`config.mk`:
```
export PLATFORM = sky130hd
export DESIGN_NAME = sqi_mem_responder_flat
export DESIGN_NICKNAME = d
export VERILOG_FILES = /design/src/rtl/sqi_mem_responder_if.sv /design/src/rtl/sqi_mem_responder.sv /design/src/flat_wrapper.sv
export SDC_FILE = /design/constraint.sdc
export NUM_CORES = 1
export LEC_CHECK = 0
export CORE_UTILIZATION = 48
export CTS_CLUSTER_DIAMETER = 50
export CTS_CLUSTER_SIZE = 16
export DETAILED_ROUTE_END_ITERATION = 6
export GPL_TIMING_DRIVEN = 0
export PLACE_DENSITY = 0.71
export SLEW_MARGIN = 20
export SYNTH_ARGS = -nofsm -noshare
export SYNTH_HDL_FRONTEND = slang
export SYNTH_SLANG_ARGS = --single-unit
```
`constraint.sdc`:
```
create_clock -name clk -period 1.9 [get_ports clk]
set_input_delay 0.38 -clock clk [delete_from_list [all_inputs] [get_ports clk]]
set_output_delay 0.38 -clock clk [all_outputs]
set_load 0.1 [all_outputs]
```
`src/rtl/sqi_mem_responder_if.sv`:
```
// sqi_mem_responder_if: SQI target pins plus the byte-wide backing-store port.
interface sqi_mem_responder_if #(parameter int ADDR_W = 16) ();
  logic              sqi_sck;
  logic              sqi_cs;
  logic [3:0]        sqi_data_in;
  logic [3:0]        sqi_data_out;
  logic              sqi_data_oe;
  logic [ADDR_W-1:0] mem_addr;
  logic              mem_re;
  logic [7:0]        mem_rdata;
  logic              mem_we;
  logic [7:0]        mem_wdata;
  logic              cmd_err;
  modport slave (
    input  sqi_sck, sqi_cs, sqi_data_in, mem_rdata,
    output sqi_data_out, sqi_data_oe, mem_addr, mem_re, mem_we, mem_wdata, cmd_err
  );
  modport master (
    output sqi_sck, sqi_cs, sqi_data_in, mem_rdata,
    input  sqi_data_out, sqi_data_oe, mem_addr, mem_re, mem_we, mem_wdata, cmd_err
  );
endinterface

```
`src/rtl/sqi_mem_responder.sv`:
```
// sqi_mem_responder: SQI (quad-SPI) memory target decoding read/write commands
// into single-cycle strobes on a byte-wide synchronous backing store.
module sqi_mem_responder #(
  parameter int ADDR_W    = 16,
  parameter int DUMMY_NIB = 2
) (
  input  logic                 clk,
  input  logic                 rst_n,
  sqi_mem_responder_if.slave   bus
);
  typedef enum logic [2:0] {IDLE, CMD, ADDR, DUMMY, READ, WRITE, IGNORE} state_t;
  state_t            r_state, w_nxt;
  logic              r_sck_q, r_rd, r_re, r_we, r_cap, r_winc, r_err;
  logic [2:0]        r_cnt;
  logic [3:0]        r_nib, r_dout;
  logic [ADDR_W-5:0] r_addr;
  logic [ADDR_W-1:0] r_mem_addr, w_addr;
  logic [7:0]        r_rdbuf, r_wdata, w_byte;
  logic              w_rise, w_fall, w_step, w_last_cmd, w_cmd_ok, w_last_addr;
  logic              w_dummy_done, w_wr_byte, w_rd_hi, w_rd_lo;
  // edges coincident with cs high are dropped
  assign w_rise       = bus.sqi_sck & ~r_sck_q & ~bus.sqi_cs;
  assign w_fall       = ~bus.sqi_sck & r_sck_q & ~bus.sqi_cs;
  assign w_step       = (r_state == READ) ? w_fall : w_rise;
  assign w_byte       = {r_nib, bus.sqi_data_in};
  assign w_addr       = {r_addr, bus.sqi_data_in};
  assign w_cmd_ok     = (w_byte == 8'h03) || (w_byte == 8'h02);
  assign w_last_cmd   = (r_state == CMD) && w_rise && (r_cnt == 3'd1);
  assign w_last_addr  = (r_state == ADDR) && w_rise && (r_cnt == 3'd5);
  assign w_dummy_done = (r_state == DUMMY) && w_rise && (r_cnt == 3'(DUMMY_NIB - 1));
  assign w_wr_byte    = (r_state == WRITE) && w_rise && r_cnt[0];
  assign w_rd_hi      = (r_state == READ) && w_fall && !r_cnt[0];
  assign w_rd_lo      = (r_state == READ) && w_fall && r_cnt[0];
  always_ff @(posedge clk or negedge rst_n) begin
    if (!rst_n) r_state <= IDLE;
    else        r_state <= w_nxt;
  end
  always_comb begin
    w_nxt = r_state;
    if (bus.sqi_cs) w_nxt = IDLE;
    else if (r_state == IDLE) w_nxt = CMD;
    else if (w_last_cmd) w_nxt = w_cmd_ok ? ADDR : IGNORE;
    else if (w_last_addr) w_nxt = r_rd ? DUMMY : WRITE;
    else if (w_dummy_done) w_nxt = READ;
  end
  always_comb begin
    bus.sqi_data_oe  = (r_state == READ) && !bus.sqi_cs;
    bus.sqi_data_out = r_dout;
    bus.mem_addr     = r_mem_addr;
    bus.mem_re       = r_re;
    bus.mem_we       = r_we;
    bus.mem_wdata    = r_wdata;
    bus.cmd_err      = r_err;
  end
  always_ff @(posedge clk or negedge rst_n) begin
    if (!rst_n) begin
      r_sck_q <= 1'b0; r_rd <= 1'b0; r_re <= 1'b0; r_we <= 1'b0;
      r_cap <= 1'b0; r_winc <= 1'b0; r_err <= 1'b0; r_cnt <= '0;
      r_nib <= '0; r_dout <= '0; r_addr <= '0; r_mem_addr <= '0;
      r_rdbuf <= '0; r_wdata <= '0;
    end else begin
      r_sck_q <= bus.sqi_sck;
      r_re    <= 1'b0;
      r_we    <= 1'b0;
      r_cap   <= r_re;
      r_winc  <= w_wr_byte;
      r_cnt   <= (w_nxt != r_state) ? 3'd0 : r_cnt + {2'b00, w_step};
      if (w_rise) r_nib <= bus.sqi_data_in;
      if (r_state == IDLE && w_nxt == CMD) r_err <= 1'b0;
      else if (w_last_cmd && !w_cmd_ok) r_err <= 1'b1;
      if (w_last_cmd) r_rd <= (w_byte == 8'h03);
      if (r_state == ADDR && w_rise) r_addr <= w_addr[ADDR_W-5:0];
      if (w_last_addr) begin
        r_mem_addr <= w_addr;
        r_re       <= r_rd;
      end
      if (r_cap) r_rdbuf <= bus.mem_rdata;
      if (w_rd_hi) r_dout <= r_rdbuf[7:4];
      // finishing a byte prefetches the next one so it is ready before the next fall
      if (w_rd_lo) begin
        r_dout     <= r_rdbuf[3:0];
        r_mem_addr <= r_mem_addr + ADDR_W'(1);
        r_re       <= 1'b1;
      end
      if (w_wr_byte) begin
        r_wdata <= w_byte;
        r_we    <= 1'b1;
      end
      if (r_winc) r_mem_addr <= r_mem_addr + ADDR_W'(1);
    end
  end
endmodule

```
`src/flat_wrapper.sv`:
```
// flat-port wrapper written by rule: the top's interface ports become plain ports
module sqi_mem_responder_flat 
#(
  parameter int ADDR_W    = 16,
  parameter int DUMMY_NIB = 2
)
  (clk, rst_n, bus_sqi_sck, bus_sqi_cs, bus_sqi_data_in, bus_mem_rdata, bus_sqi_data_out, bus_sqi_data_oe, bus_mem_addr, bus_mem_re, bus_mem_we, bus_mem_wdata, bus_cmd_err);
  sqi_mem_responder_if #(.ADDR_W(ADDR_W)) bus_i ();
  input  logic clk;
  input  logic rst_n;
  input wire logic [$bits(bus_i.sqi_sck)-1:0] bus_sqi_sck;
  input wire logic [$bits(bus_i.sqi_cs)-1:0] bus_sqi_cs;
  input wire logic [$bits(bus_i.sqi_data_in)-1:0] bus_sqi_data_in;
  input wire logic [$bits(bus_i.mem_rdata)-1:0] bus_mem_rdata;
  output wire logic [$bits(bus_i.sqi_data_out)-1:0] bus_sqi_data_out;
  output wire logic [$bits(bus_i.sqi_data_oe)-1:0] bus_sqi_data_oe;
  output wire logic [$bits(bus_i.mem_addr)-1:0] bus_mem_addr;
  output wire logic [$bits(bus_i.mem_re)-1:0] bus_mem_re;
  output wire logic [$bits(bus_i.mem_we)-1:0] bus_mem_we;
  output wire logic [$bits(bus_i.mem_wdata)-1:0] bus_mem_wdata;
  output wire logic [$bits(bus_i.cmd_err)-1:0] bus_cmd_err;
  assign bus_i.sqi_sck = bus_sqi_sck;
  assign bus_i.sqi_cs = bus_sqi_cs;
  assign bus_i.sqi_data_in = bus_sqi_data_in;
  assign bus_i.mem_rdata = bus_mem_rdata;
  assign bus_sqi_data_out = bus_i.sqi_data_out;
  assign bus_sqi_data_oe = bus_i.sqi_data_oe;
  assign bus_mem_addr = bus_i.mem_addr;
  assign bus_mem_re = bus_i.mem_re;
  assign bus_mem_we = bus_i.mem_we;
  assign bus_mem_wdata = bus_i.mem_wdata;
  assign bus_cmd_err = bus_i.cmd_err;
  sqi_mem_responder #(.ADDR_W(ADDR_W), .DUMMY_NIB(DUMMY_NIB)) u_core (.clk(clk), .rst_n(rst_n), .bus(bus_i));
endmodule
```
==> metrics.md <==
| Metric | Value |
|---|---|
| Number of global-route vias before repair | 2220 |
| Power Density | 628.5 nW/um^2 |
| Worst hold path class | reg -> reg |
| Final nets | 363 |
| Post-route design area | 4150 sq um |
| Total power | 2.608 mW |
| Area Growth Syn to Fin | 36.61% |
| Core area | 6026 sq um |
| Largest net degree at the start of global routing | 43 |
| Async S/R FF share, synth | 100.0% |
| LEAKAGE | 1.905 nW |
| Met2 Track Usage GR | 33.92% |
| Syn Inst Count | 259 |
| Hold Startpoint | u_core.bus.mem_re |
| Critical R2R Launch | u_core.r_state[0] |
| H-tree levels | 3 |
| Fmax | 509.6 MHz |
| M1 GR Usage | 33.17% |
| Max cap viols | 0 |
| GPL Wtd Cong | 0.9015 |
| CTS root buffer | clkbuf_8 |
| Post-synth EDFFs | 0 |
| Grt peak-use layer | met2 |
| GRT Total Usage | 23.09% |
| CP delay by family, top | simple AND/OR/NAND/NOR gates |
| CP max stage cell | dfrtp_2 |
| DR pass1 iterations | 4 |
| Most area-consuming cells after synthesis | dfrtp_1 (53%), mux2_2 (12%), nand2_1 (3.0%), nor2_1 (2.1%), mux2i_1 (2.0%) |
| Total gr overflow | 0 |
| Clk Latency, worst-skew pair | 0.34 ns |
| Part of the cycle the worst path needs | 103.3% |
| Reg clk slew, reported paths | 0.07 ns |
| R2r worst-path depth | 6 |
| Synth top area share | 52.72% |
| Final std cells w/o fill | 421 |
| CTS tree | yes |
| Iteration-0 DRC Markers | 181 |
| Worst slew pin tran | 0.5569 ns |
| Clock Tree Buf Depth | 2 |
| Met3 GRT Util | 4.333% |
| First-pass GRT wire length | 11250 um |
| Post-synth top area cell | dfrtp_1 |
| Synth Flop Type | dfrtp_1 |
| Synth warn | 0 |
| WS Path Type | reg -> reg |
| Placed cell areas | 3676 sq um |
| Critical Path AT | 2.18 ns |
| RR Endpoint | u_core.bus.mem_addr[3] |
| Post-route setup slack | -0.06227 ns |
| CP Buf/Inv Count | 1 |
| DP Cell Count | 382 |
| RSZ-0062 raised after global routing | yes |
| Fin crit period | 1.962 ns |
| Diode count | 0 |
| Vias after detailed routing | 2451 |
| Port Buffer Count | 47 |
| Fillers | 471 |
| Initial Utilization | 50.42% |
| DR WL/cell | 17.48 um |
| Total clock sinks | 64 |
| CTS Buf Count | 9 |
| I/O pin count | 48 |
| Hold path depth | 0 |
| Final ANT Viol Nets | 0 |
| Setup WS pre-CTS | -0.9824 ns |
| Std cell rows | 28 |
| Seq/Total Area, Yosys | 52.72% |
| Critical Path RT | 2.12 ns |
| Most frequent cells in the layout | dfrtp_1 (61), mux2_2 (32), buf_4 (28) |
| Slew HR | 63.03% |
| Synth Cell Area | 3038 sq um |
| DR vias/cell | 5.822 |
| Hold Violations, Final | 0 |
| Failing checks | negative setup slack |
| Die Y-Extent | 81.56 um |
| CP startpoint kind | flop |
| Worst Skew | 0.008386 ns |
| CP cell instances | or3_4 -> nor3_4 -> buf_6 -> nand2_4 -> and3_4 -> a211o_1 |
| Final setup fails | 4 |
| Result of the run | finished, violations left |
| CP peak stage delay | 0.46 ns |
| Detailed Route WL | 7361 um |
| CP max FO | 6 |
| Chip Width | 81.56 um |
| Synth Area per Inst | 11.73 sq um |
| DP Wirelength | 4528 um |
| Syn_nets | 278 |
| Remaining DRCs | 0 |
| Commonest non-fill, non-tap cell in the layout | dfrtp_1 |
| Layout cells sized above 1 | 44.51% |
| Worst Setup End Kind | flop |
| Initial antenna violation count | 0 |
| VDD IR-drop max | 0.0005996 V |
| Final setup TNS | -0.09587 ns |
| Die ar. | 6651 sq um |
| Yosys cell types | 55 |
| R2R setup slack | -0.06 ns |
| Slew Limit Fails | 0 |
| Hold Path End | u_core.r_cap |
| Yosys reg bits | 64 |
[Yosys cell counts (3+ instances only)]
cell,count
and2_1,4
a21oi_1,7
buf_2,3
buf_4,4
nand2b_1,3
a211oi_1,8
ha_1,3
nand3_1,6
inv_1,3
and3_1,7
o21ai_0,10
mux2_2,32
nand2_1,24
mux2i_1,6
nor3_1,9
dfrtp_1,64
o22ai_1,3
nor2_1,17
[area by class of cell]
type,instances,area [sq um],area share (%)
sequential,64,1605,38.68
multi-input combinational,181,1493,35.97
timing repair buffer,76,699.4,16.85
clock buffer,12,155.1,3.738
tap,75,93.84,2.261
buffer,9,87.58,2.110
inverter,3,11.26,0.2713
clock inverter,1,5.005,0.1206
[worst max path at each step]
stage / slack, ns / startpoint / depth (start not counted) / to
floorplan: -0.94 / u_core.r_state[1] / 8 / u_core.r_cnt[2]
global placement: -1.68 / rst_n / 1 / u_core.bus.mem_addr[12]
detailed placement: -0.98 / bus_sqi_cs / 3 / bus_sqi_data_oe
CTS: 0.0004 / u_core.r_state[0] / 8 / u_core.bus.mem_addr[10]
global route: -0.11 / u_core.r_state[0] / 6 / u_core.bus.mem_addr[3]
finish: -0.06 / u_core.r_state[0] / 6 / u_core.bus.mem_addr[3]
[timing repair]
action / in CTS / in global routing
buffers inserted: 19 / 7
hold buffers: 1 / 0
pin swaps: 11 / 7
endpoints found under the hold margin: 22 / 0
gates cloned: 0 / 1
gates resized for setup: 107 / 26
endpoints found under the setup margin: 70 / 28
[sequential cells by signal, summed over array words and instances, names as in the netlist]
| register | flops |
|---|---|
| u_core.bus.mem_addr | 16 |
| u_core.r_addr | 12 |
| u_core.bus.mem_wdata | 8 |
| u_core.r_rdbuf | 8 |
| u_core.bus.sqi_data_out | 4 |
| u_core.r_nib | 4 |
| u_core.r_cnt | 3 |
| u_core.r_state | 3 |
| u_core.bus.cmd_err | 1 |
| u_core.bus.mem_re | 1 |
| u_core.bus.mem_we | 1 |
| u_core.r_cap | 1 |
| u_core.r_rd | 1 |
| u_core.r_sck_q | 1 |
[per-stage QoR]
| step | utilization, % | hold WS [ns] |
|---|---|---|
| final | 68.87 | 0.3975 |
| after global routing | 68.87 | 0.3899 |
| after CTS | 67.67 | 0.3895 |
| after detailed placement | 61.00 | 0.2874 |
| after global placement | 60.71 | 0.3816 |
| after floorplan | - | 0.08441 |
[routing by layer]
metal	share of wire [%]	vias to the layer above	wire (um)
li1	-	1125	-
met1	47	1224	3431
met2	47	86	3440
met3	4.2	16	310
met4	2.4	0	179
met5	0	-	0
[logic make-up (layout without fill, tap and decap cells)]
group	count (synthesis)	in the layout	synth area share [%]
multiplexers	38	38	13.84
AND/OR/NAND/NOR	92	92	17.59
flip-flops	64	64	52.72
AO/OA/AOI/OAI	46	46	11.08
adder cells (fa/ha/maj)	3	3	1.236
XOR/XNOR	2	2	0.5767
buffers and inverters	14	101	2.965
[power breakdown]
| part | switching, mW | internal (mW) |
|---|---|---|
| registers | 0.0235 | 1.39 |
| logic | 0.0972 | 0.0926 |
| clock network | 0.485 | 0.521 |
| total | 0.606 | 2.00 |
No activity file was read; power rests on OpenSTA's default activity.
